### config.mk
export PLATFORM = sky130hd
export DESIGN_NAME = rx_packet_arbiter
export DESIGN_NICKNAME = d
export VERILOG_FILES = /design/src/rtl/rx_packet_arbiter.sv
export SDC_FILE = /design/constraint.sdc
export NUM_CORES = 1
export LEC_CHECK = 0
export ABC_AREA = 1
export CELL_PAD_IN_SITES_DETAIL_PLACEMENT = 0
export CELL_PAD_IN_SITES_GLOBAL_PLACEMENT = 1
export CORE_MARGIN = 3
export CORE_UTILIZATION = 38
export DETAILED_ROUTE_END_ITERATION = 10
export HOLD_SLACK_MARGIN = 0.02
export PLACE_DENSITY_LB_ADDON = 0.1
export SKIP_CTS_REPAIR_TIMING = 1
export SYNTH_ARGS = -nofsm -noshare
export SYNTH_HDL_FRONTEND = slang
export SYNTH_SLANG_ARGS = --single-unit
### constraint.sdc
create_clock -name clk -period 8.3 [get_ports clk]
set_clock_uncertainty 0.1 [all_clocks]
set_input_delay 1.66 -clock clk [delete_from_list [all_inputs] [get_ports clk]]
set_output_delay 1.66 -clock clk [all_outputs]
set_load 0.005 [all_outputs]
### src/rtl/rx_packet_arbiter.sv
`default_nettype none
// ============================================================================
// Module      : rx_packet_arbiter
// Description : Merges N_PORTS serial receiver streams onto one downstream
//               packet path. Each port owns a one-entry holding slot; a
//               round-robin arbiter moves held packets into a registered
//               output stage guarded by a valid/accept handshake.
// Ports       : clk, rst            - clock, synchronous active-high reset
//               rx_packet/rx_ready  - per-port packet slices + 1-cycle strobes
//               out_packet/out_port - granted packet and its source port
//               out_valid/out_accept- output handshake
//               overflow            - sticky per-port drop flags
//               overflow_clr        - clears all overflow flags
// Revision    : 1.0 - initial release
// ============================================================================
module rx_packet_arbiter #(
    parameter int N_PORTS = 4,
    parameter int PKT_W   = 55,
    parameter int PORT_W  = 2
) (
    input  logic                       clk,
    input  logic                       rst,
    input  logic [N_PORTS*PKT_W-1:0]   rx_packet,
    input  logic [N_PORTS-1:0]         rx_ready,
    output logic [PKT_W-1:0]           out_packet,
    output logic [PORT_W-1:0]          out_port,
    output logic                       out_valid,
    input  logic                       out_accept,
    output logic [N_PORTS-1:0]         overflow,
    input  logic                       overflow_clr
);

    logic [PKT_W-1:0]   w_rx_pkt [N_PORTS];

    logic [PKT_W-1:0]   r_slot [N_PORTS];
    logic [N_PORTS-1:0] r_pending;
    logic [PORT_W-1:0]  r_rr_ptr;
    logic [PKT_W-1:0]   r_out_packet;
    logic [PORT_W-1:0]  r_out_port;
    logic               r_out_valid;
    logic [N_PORTS-1:0] r_overflow;

    logic               w_load_ok;
    logic               w_grant_valid;
    logic [PORT_W-1:0]  w_grant_idx;
    logic [N_PORTS-1:0] w_drain;
    logic [N_PORTS-1:0] w_capture;
    logic [N_PORTS-1:0] w_drop;

    genvar gi;
    generate
        for (gi = 0; gi < N_PORTS; gi++) begin : g_slice
            assign w_rx_pkt[gi] = rx_packet[gi*PKT_W +: PKT_W];
        end
    endgenerate

    // Output stage can take a new packet when empty or being emptied now.
    assign w_load_ok = !r_out_valid || out_accept;

    // Round-robin search starting just after the last granted port.
    always_comb begin
        w_grant_valid = 1'b0;
        w_grant_idx   = '0;
        for (int k = 1; k <= N_PORTS; k++) begin
            if (!w_grant_valid && w_load_ok &&
                r_pending[(int'(r_rr_ptr) + k) % N_PORTS]) begin
                w_grant_valid = 1'b1;
                w_grant_idx   = PORT_W'((int'(r_rr_ptr) + k) % N_PORTS);
            end
        end
    end

    // A slot being drained this cycle may accept a new packet at the same
    // edge; only a full, non-draining slot drops.
    always_comb begin
        w_drain   = '0;
        w_capture = '0;
        w_drop    = '0;
        for (int i = 0; i < N_PORTS; i++) begin
            w_drain[i]   = w_grant_valid && (w_grant_idx == PORT_W'(i));
            w_capture[i] = rx_ready[i] && (!r_pending[i] || w_drain[i]);
            w_drop[i]    = rx_ready[i] && r_pending[i] && !w_drain[i];
        end
    end

    always_ff @(posedge clk) begin
        if (rst) begin
            r_pending    <= '0;
            r_rr_ptr     <= PORT_W'(N_PORTS - 1);
            r_out_packet <= '0;
            r_out_port   <= '0;
            r_out_valid  <= 1'b0;
            r_overflow   <= '0;
            for (int i = 0; i < N_PORTS; i++) begin
                r_slot[i] <= '0;
            end
        end else begin
            if (w_grant_valid) begin
                r_out_packet <= r_slot[w_grant_idx];
                r_out_port   <= w_grant_idx;
                r_out_valid  <= 1'b1;
                r_rr_ptr     <= w_grant_idx;
            end else if (r_out_valid && out_accept) begin
                r_out_valid  <= 1'b0;
            end

            for (int i = 0; i < N_PORTS; i++) begin
                if (w_capture[i]) begin
                    r_slot[i]    <= w_rx_pkt[i];
                    r_pending[i] <= 1'b1;
                end else if (w_drain[i]) begin
                    r_pending[i] <= 1'b0;
                end
            end

            // A drop in the same cycle as a clear keeps the flag set.
            r_overflow <= (r_overflow & ~{N_PORTS{overflow_clr}}) | w_drop;
        end
    end

    assign out_packet = r_out_packet;
    assign out_port   = r_out_port;
    assign out_valid  = r_out_valid;
    assign overflow   = r_overflow;

endmodule
`default_nettype wire
==> metrics.cfg, run 1 <==
[global_routing]
grt_pass1_wl_mm=59.3
grt_usage=0.200
grt_max_degree=101
antenna_found_initial=0
grt_pass1_vias=10550
gr-total-overflow=0

[logic_synthesis]
synth_xor_area_frac=0
syn_nets=1789
async_reset_ff_frac=0
yosysTopAreaCellShare=0.493
synth_seq_cells=288
ys_warn_count=0
yosysTopAreaCell=edfxtp_1
synthSimpleGateAreaFrac=0.226
synthCells=1561
syn_area_per_cell_um2=8.58
synth_edf_count=220
synth_top_family_by_area=simple AND/OR/NAND/NOR gates
muxShareOfSynthArea=0
synth_compound_area_frac=0.0412
synth.most_common_cell=inv_1
ys_seq_area_frac=0.595
synth_common_cells=inv_1, nand2_1, nor2_1
synth.area.top_cells=edfxtp_1, inv_1, dfxtp_1
synth-main-ff-cell=edfxtp_1
synth_area_um2=13400
synthAdderAreaFrac=0
ys_types=26

[critical_path]
worstSetupPathType=input port to flip-flop
slowest_delay_ps=670
crit_family=simple AND/OR/NAND/NOR gates
cp_cell_sequence=clkdlybuf4s50_1, nor2_1, inv_1, nand3_1, nand2_1, nand2_2, nand2_1, nand2_2, buf_4, o21ai_2, nand3_4, nor2_1
cp.depth=12
cp_slowest_cell=nand2_2
required_ps=8420
setup.worst_path.start_class=input port
arrival_ps=5610
end_kind=flip-flop
crit_fanout=55
r2r_cells=15
cp_num_buf_inv=3

[layout]
final_net_count=2044
fill_cells=3299
finalInstanceArea_um2=17600
layout.cells.non_filler=2297
diodes=0
synthToLayoutAreaGrowth_pct=31.3
drive_gt1_frac=0.0429
utilization=0.508

[sta]
fin_setup_tns_ps=0
finalSetupViolations=0
post-route-period-util=0.662
period_minus_slack_ps=5500
grt_setup_unrepaired=false
finalHoldViolations=0
whs_ps=365
drv_slew=0
worst_pin_slew_ps=1260
slew-limit-headroom=0.160
timing.fmax_mhz=182

[place]
port-buffer-count=289
dpl.cell_count=2235
hpwl_mm=23.9
dpl-instance-area_um2=16500
gp_congestion=0.760

[cts]
cts_made_buffers=34
root_buffer=clkbuf_16
cts_sinks=288
clockBufferDepth=3
clk_latency_ps=500
cts_tree=yes
htree_levels=2
clk_pin_slew_ps=60

[run_status]
status=finished clean

[floorplanning]
fp.dieH_um=194
num_io_pins=290
die_area_um2=37500
rows=68
die_w_um=194
core_um2=34600
start_util=0.387

[route]
wl_mm=38.0
wire_per_inst_um=16.5
post-route-drc-count=0
via_per_inst=4.53
dr.pass1.iters=5
drtIter0Drc=513
vias=10399
ant_nets=0

[hold_path]
worst_hold_path_type=flip-flop to flip-flop
whs_path_depth=2

[flow_run]
maxCapViolCount=0

[power]
ir_worst_vdd_mv=0.374
leakagePower_nw=8.29
p_per_area_nw_per_um2=348

[final timing paths]
| kind | slack, ps | from | to |
|---|---|---|---|
| worst max-delay path | 2800 | out_accept | r_slot[1][51] |
| worst max register to register | 3620 | r_rr_ptr[0] | r_slot[1][51] |
| worst min-delay path | 370 | overflow[1] | overflow[1] |
| worst min register to register | 370 | overflow[1] | overflow[1] |
[cells in the final DEF, fill, tap and decap left out, drive strengths merged]
master,count
nand2,305
o211ai,2
buf,6
clkinv,12
inv,369
nand4,3
bufinv,1
dfxtp,68
a21oi,47
clkdlybuf4s50,289
o21ai,58
and2,1
nand3b,19
clkbuf,49
nor2,265
edfxtp,220
or2,1
o21a,1
nand3,126
[sequential cells by signal, summed over array words and instances, names as in the netlist]
name and flops:
r_slot 220, out_packet 55, overflow 4, r_rr_ptr 2, r_pending 4, out_valid 1
out_port 2
[stage by stage]
stage	setup WS, ps	total power (W)
final	2800	0.00611
after floorplan	1100	0.00386
after detailed placement	2280	0.00475
after global routing	2410	0.00659
after CTS	2790	0.00619
after global placement	2370	0.00472
[report_power, final]
group	internal, W	switching, W
clock	0.000860	0.000568
combinational	0.000893	0.00173
sequential	0.00193	0.000130
[worst register-to-register path, cell delays in order, from the launching register on]
cell and delay [ps]:
dfxtp_1 600, inv_2 190, nand2_1 110, nand2_1 100, nand2_1 90, nand2_2 100, nor2_1 110, nor2_1 50
nand2_1 100, nand2_2 490, nand2_1 250, nand2_2 480, buf_4 520, o21ai_2 270, nand3_4 610, nor2_1 330
[final cells by class]
type | instances | area [um^2] | share of cell area
Clock buffer | 49 | 991 | 0.0564
Clock inverter | 13 | 82.6 | 0.00470
Inverter | 369 | 1390 | 0.0788
Multi-Input combinational cell | 828 | 3650 | 0.207
Sequential cell | 288 | 7970 | 0.453
Tap cell | 455 | 569 | 0.0324
Timing Repair Buffer | 295 | 2940 | 0.167
[metal layers]
metal | GRT usage | up-vias | wire [um]
li1 | - | 5288 | -
met1 | 0.270 | 4824 | 17300
met2 | 0.339 | 243 | 18200
met3 | 0.0360 | 44 | 1890
met4 | 0.0423 | 0 | 669
met5 | 0 | - | 0
[logic make-up after synthesis]
group / after synthesis
simple gates: 720
compound gates: 108
buf+inv: 445
flops: 288
(Power assumes the default switching activity.)
==> run 2: changes to the inputs <==
Clock period 8.3 ns to 5.4 ns, I/O delays scaled along.
==> run 2 against run 1 <==
  * Clock-buffer cell count is 2 lower
  * Worst setup slack worse by 1200 ps
  * Cell count is 0.48% higher
  * Routed wire length is 0.90% higher
  * Combinational power is 58% higher
  * Via count is 1.0% higher
  * Power is 57% higher
  * Critical path type unchanged
  * Largest cell class unchanged
==> metrics.cfg, run 2 (synthesis results as in run 1) <==
[route]
wire_per_inst_um=16.6  ; was 16.5 um
ant_nets=0  ; unchanged
post-route-drc-count=0  ; unchanged
drtIter0Drc=574  ; was 513
via_per_inst=4.55  ; was 4.53
vias=10507  ; was 10,399
dr.pass1.iters=5  ; unchanged
wl_mm=38.3  ; was 38.0 mm

[cts]
cts_made_buffers=34  ; unchanged
clk_latency_ps=500  ; about the same
cts_tree=yes  ; unchanged
clk_pin_slew_ps=60  ; about the same
htree_levels=2  ; unchanged
root_buffer=clkbuf_16  ; unchanged
clockBufferDepth=3  ; unchanged
cts_sinks=288  ; unchanged

[layout]
regMostFlops=r_slot  ; unchanged
final_net_count=2054  ; was 2,044
drive_gt1_frac=0.0518  ; was 0.0429
fill_cells=3326  ; was 3,299
final_common_cell=inv_1  ; unchanged
finalInstanceArea_um2=17700  ; was 17,600 um^2
synthToLayoutAreaGrowth_pct=32.4  ; was 31.3%
final_cell_mix=inv_1, nand2_1, clkdlybuf4s50_1  ; unchanged
largest_register_ff_count=220  ; unchanged

[hold_path]
hp-start=r_slot[3][51]  ; was overflow[1]
worst_hold_path_type=flip-flop to flip-flop  ; unchanged

[global_routing]
grt_max_degree=64  ; was 101
grt_pass1_vias=10831  ; was 10,550
gr-total-overflow=0  ; unchanged
antenna_found_initial=1  ; was 0
grt_pass1_wl_mm=59.9  ; was 59.3 mm
grt_usage=0.201  ; was 0.200

[power]
power_frac_clock=0.237  ; was 0.234
swShare=0.398  ; was 0.397
p_seq_frac=0.331  ; was 0.337
internal_power_w=0.00577  ; was 0.00368 W
ir_worst_vdd_mv=0.295  ; was 0.374 mV
p_sw_w=0.00382  ; was 0.00243 W
leakagePower_nw=8.37  ; was 8.29 nW
pwr-share-comb=0.432  ; was 0.429
p_per_area_nw_per_um2=541  ; was 348 nW/um^2

[flow_run]
maxCapViolCount=0  ; unchanged

[place]
hpwl_mm=24.7  ; was 23.9 mm
dp_slack_ps=1100  ; was 2280 ps
dpl-instance-area_um2=16600  ; was 16,500 um^2
gp_congestion=0.819  ; was 0.760
port-buffer-count=289  ; unchanged

[sta]
fin_setup_tns_ps=0  ; unchanged
finalSetupViolations=0  ; unchanged
drv_slew=0  ; unchanged
period_minus_slack_ps=3760
worst_pin_slew_ps=956  ; was 1260 ps
fin_ws_ps=1640  ; was 2800 ps
grt_setup_unrepaired=false  ; unchanged
post-route-period-util=0.695
slew-limit-headroom=0.362  ; was 0.160
finalHoldViolations=0  ; unchanged
timing.fmax_mhz=266

[critical_path]
crit_fanout=55  ; unchanged
cp_cell_sequence=clkdlybuf4s50_1, nor2_1, inv_1, nand3_1, nand2_1, nand2_2, buf_4, nand2_4, nand2_1, nand2_2, nand2_1, nand2_4  ; was clkdlybuf4s50_1, nor2_1, inv_1, nand3_1, nand2_1, nand2_2, nand2_1, nand2_2, buf_4, o21ai_2, nand3_4, nor2_1
cp_num_buf_inv=3  ; unchanged
worstSetupPathType=input port to flip-flop  ; unchanged
r2r_start=r_rr_ptr[0]  ; unchanged
required_ps=5330  ; was 8420 ps
end_kind=flip-flop  ; unchanged
critical_path.most_common_cell=nand2_1
regToRegSetupSlack_ps=1770  ; was 3620 ps
crit_family=simple AND/OR/NAND/NOR gates  ; unchanged
arrival_ps=3690  ; was 5610 ps
crit_start=out_accept  ; unchanged
slowest_delay_ps=480  ; was 670 ps
cp_slowest_cell=nand2_4  ; was nand2_2
setup.worst_path.start_class=input port  ; unchanged

[floorplanning]
die_w_um=194  ; unchanged
fp.dieH_um=194  ; unchanged
num_io_pins=290  ; unchanged
core_um2=34600  ; unchanged
rows=68  ; unchanged
die_area_um2=37500  ; unchanged
start_util=0.387  ; unchanged

[run_status]
status=finished clean  ; unchanged

==> run 2: cell types whose count changed in the layout (fill, tap and decap cells not counted), sizes merged <==
cell      previous run  this run
buf                  6        16
clkbuf              49        47
clkinv              12        13
clkinvlp             0         1
diode                0         1
==> run 2: through the flow <==
step	instances	total power [W]	utilization	hold WS [ps]
finish	2308	0.00958	0.512	370
global placement	2245	0.00735	0.479	353
detailed placement	2245	0.00740	0.479	361
CTS	2307	0.00970	0.512	375
floorplan	1561	0.00593	-	345
global route	2308	0.0103	0.512	390
==> run 2: final cells by class <==
class                      instances  area, um^2  share of cell area
inverter                         369        1390              0.0782
clock inverter                    15         100             0.00565
multi-input combinational        828        3650               0.206
sequential                       288        7970               0.450
timing repair buffer             305        3030               0.171
clock buffer                      47        1020              0.0578
antenna                            1        2.50            0.000141
tap                              455         569              0.0321
==> run 2: worst register-to-register path, stage by stage (launching register included) <==
cell and delay [ps]:
dfxtp_1 620, inv_2 210, nand2_1 110, nand2_1 140, nand2_1 110, nand2_2 110
nand3_1 160, nand2_1 80, nand2_2 90, buf_4 410, nand2_4 130, nand2_1 120
nand2_2 100, nand2_1 140, nand2_4 480
==> run 2: per-layer routing <==
layer,wire [um],part of all wire,up-vias,GRT usage
met1,17300,0.45,4887,0.270
met4,674,0.018,0,0.0490
met3,1970,0.051,48,0.0360
li1,-,-,5303,-
met5,0,0,-,0
met2,18400,0.48,269,0.342
==> run 2: power by group through the flow <==
stage	logic, W	clock network [W]	registers [W]
2_1_floorplan	0.00277	0	0.00317
3_3_place_gp	0.00414	0	0.00321
3_5_place_dp	0.00419	0	0.00321
4_1_cts	0.00421	0.00232	0.00317
5_1_grt	0.00470	0.00240	0.00322
6_report	0.00414	0.00227	0.00317
==> run 2: path summary, 6_finish.rpt <==
kind | endpoint | depth (start not counted)
max | r_slot[3][9] | 12
min | out_packet[51] | 2
max reg2reg | r_slot[3][9] | 14
min reg2reg | out_packet[51] | 2
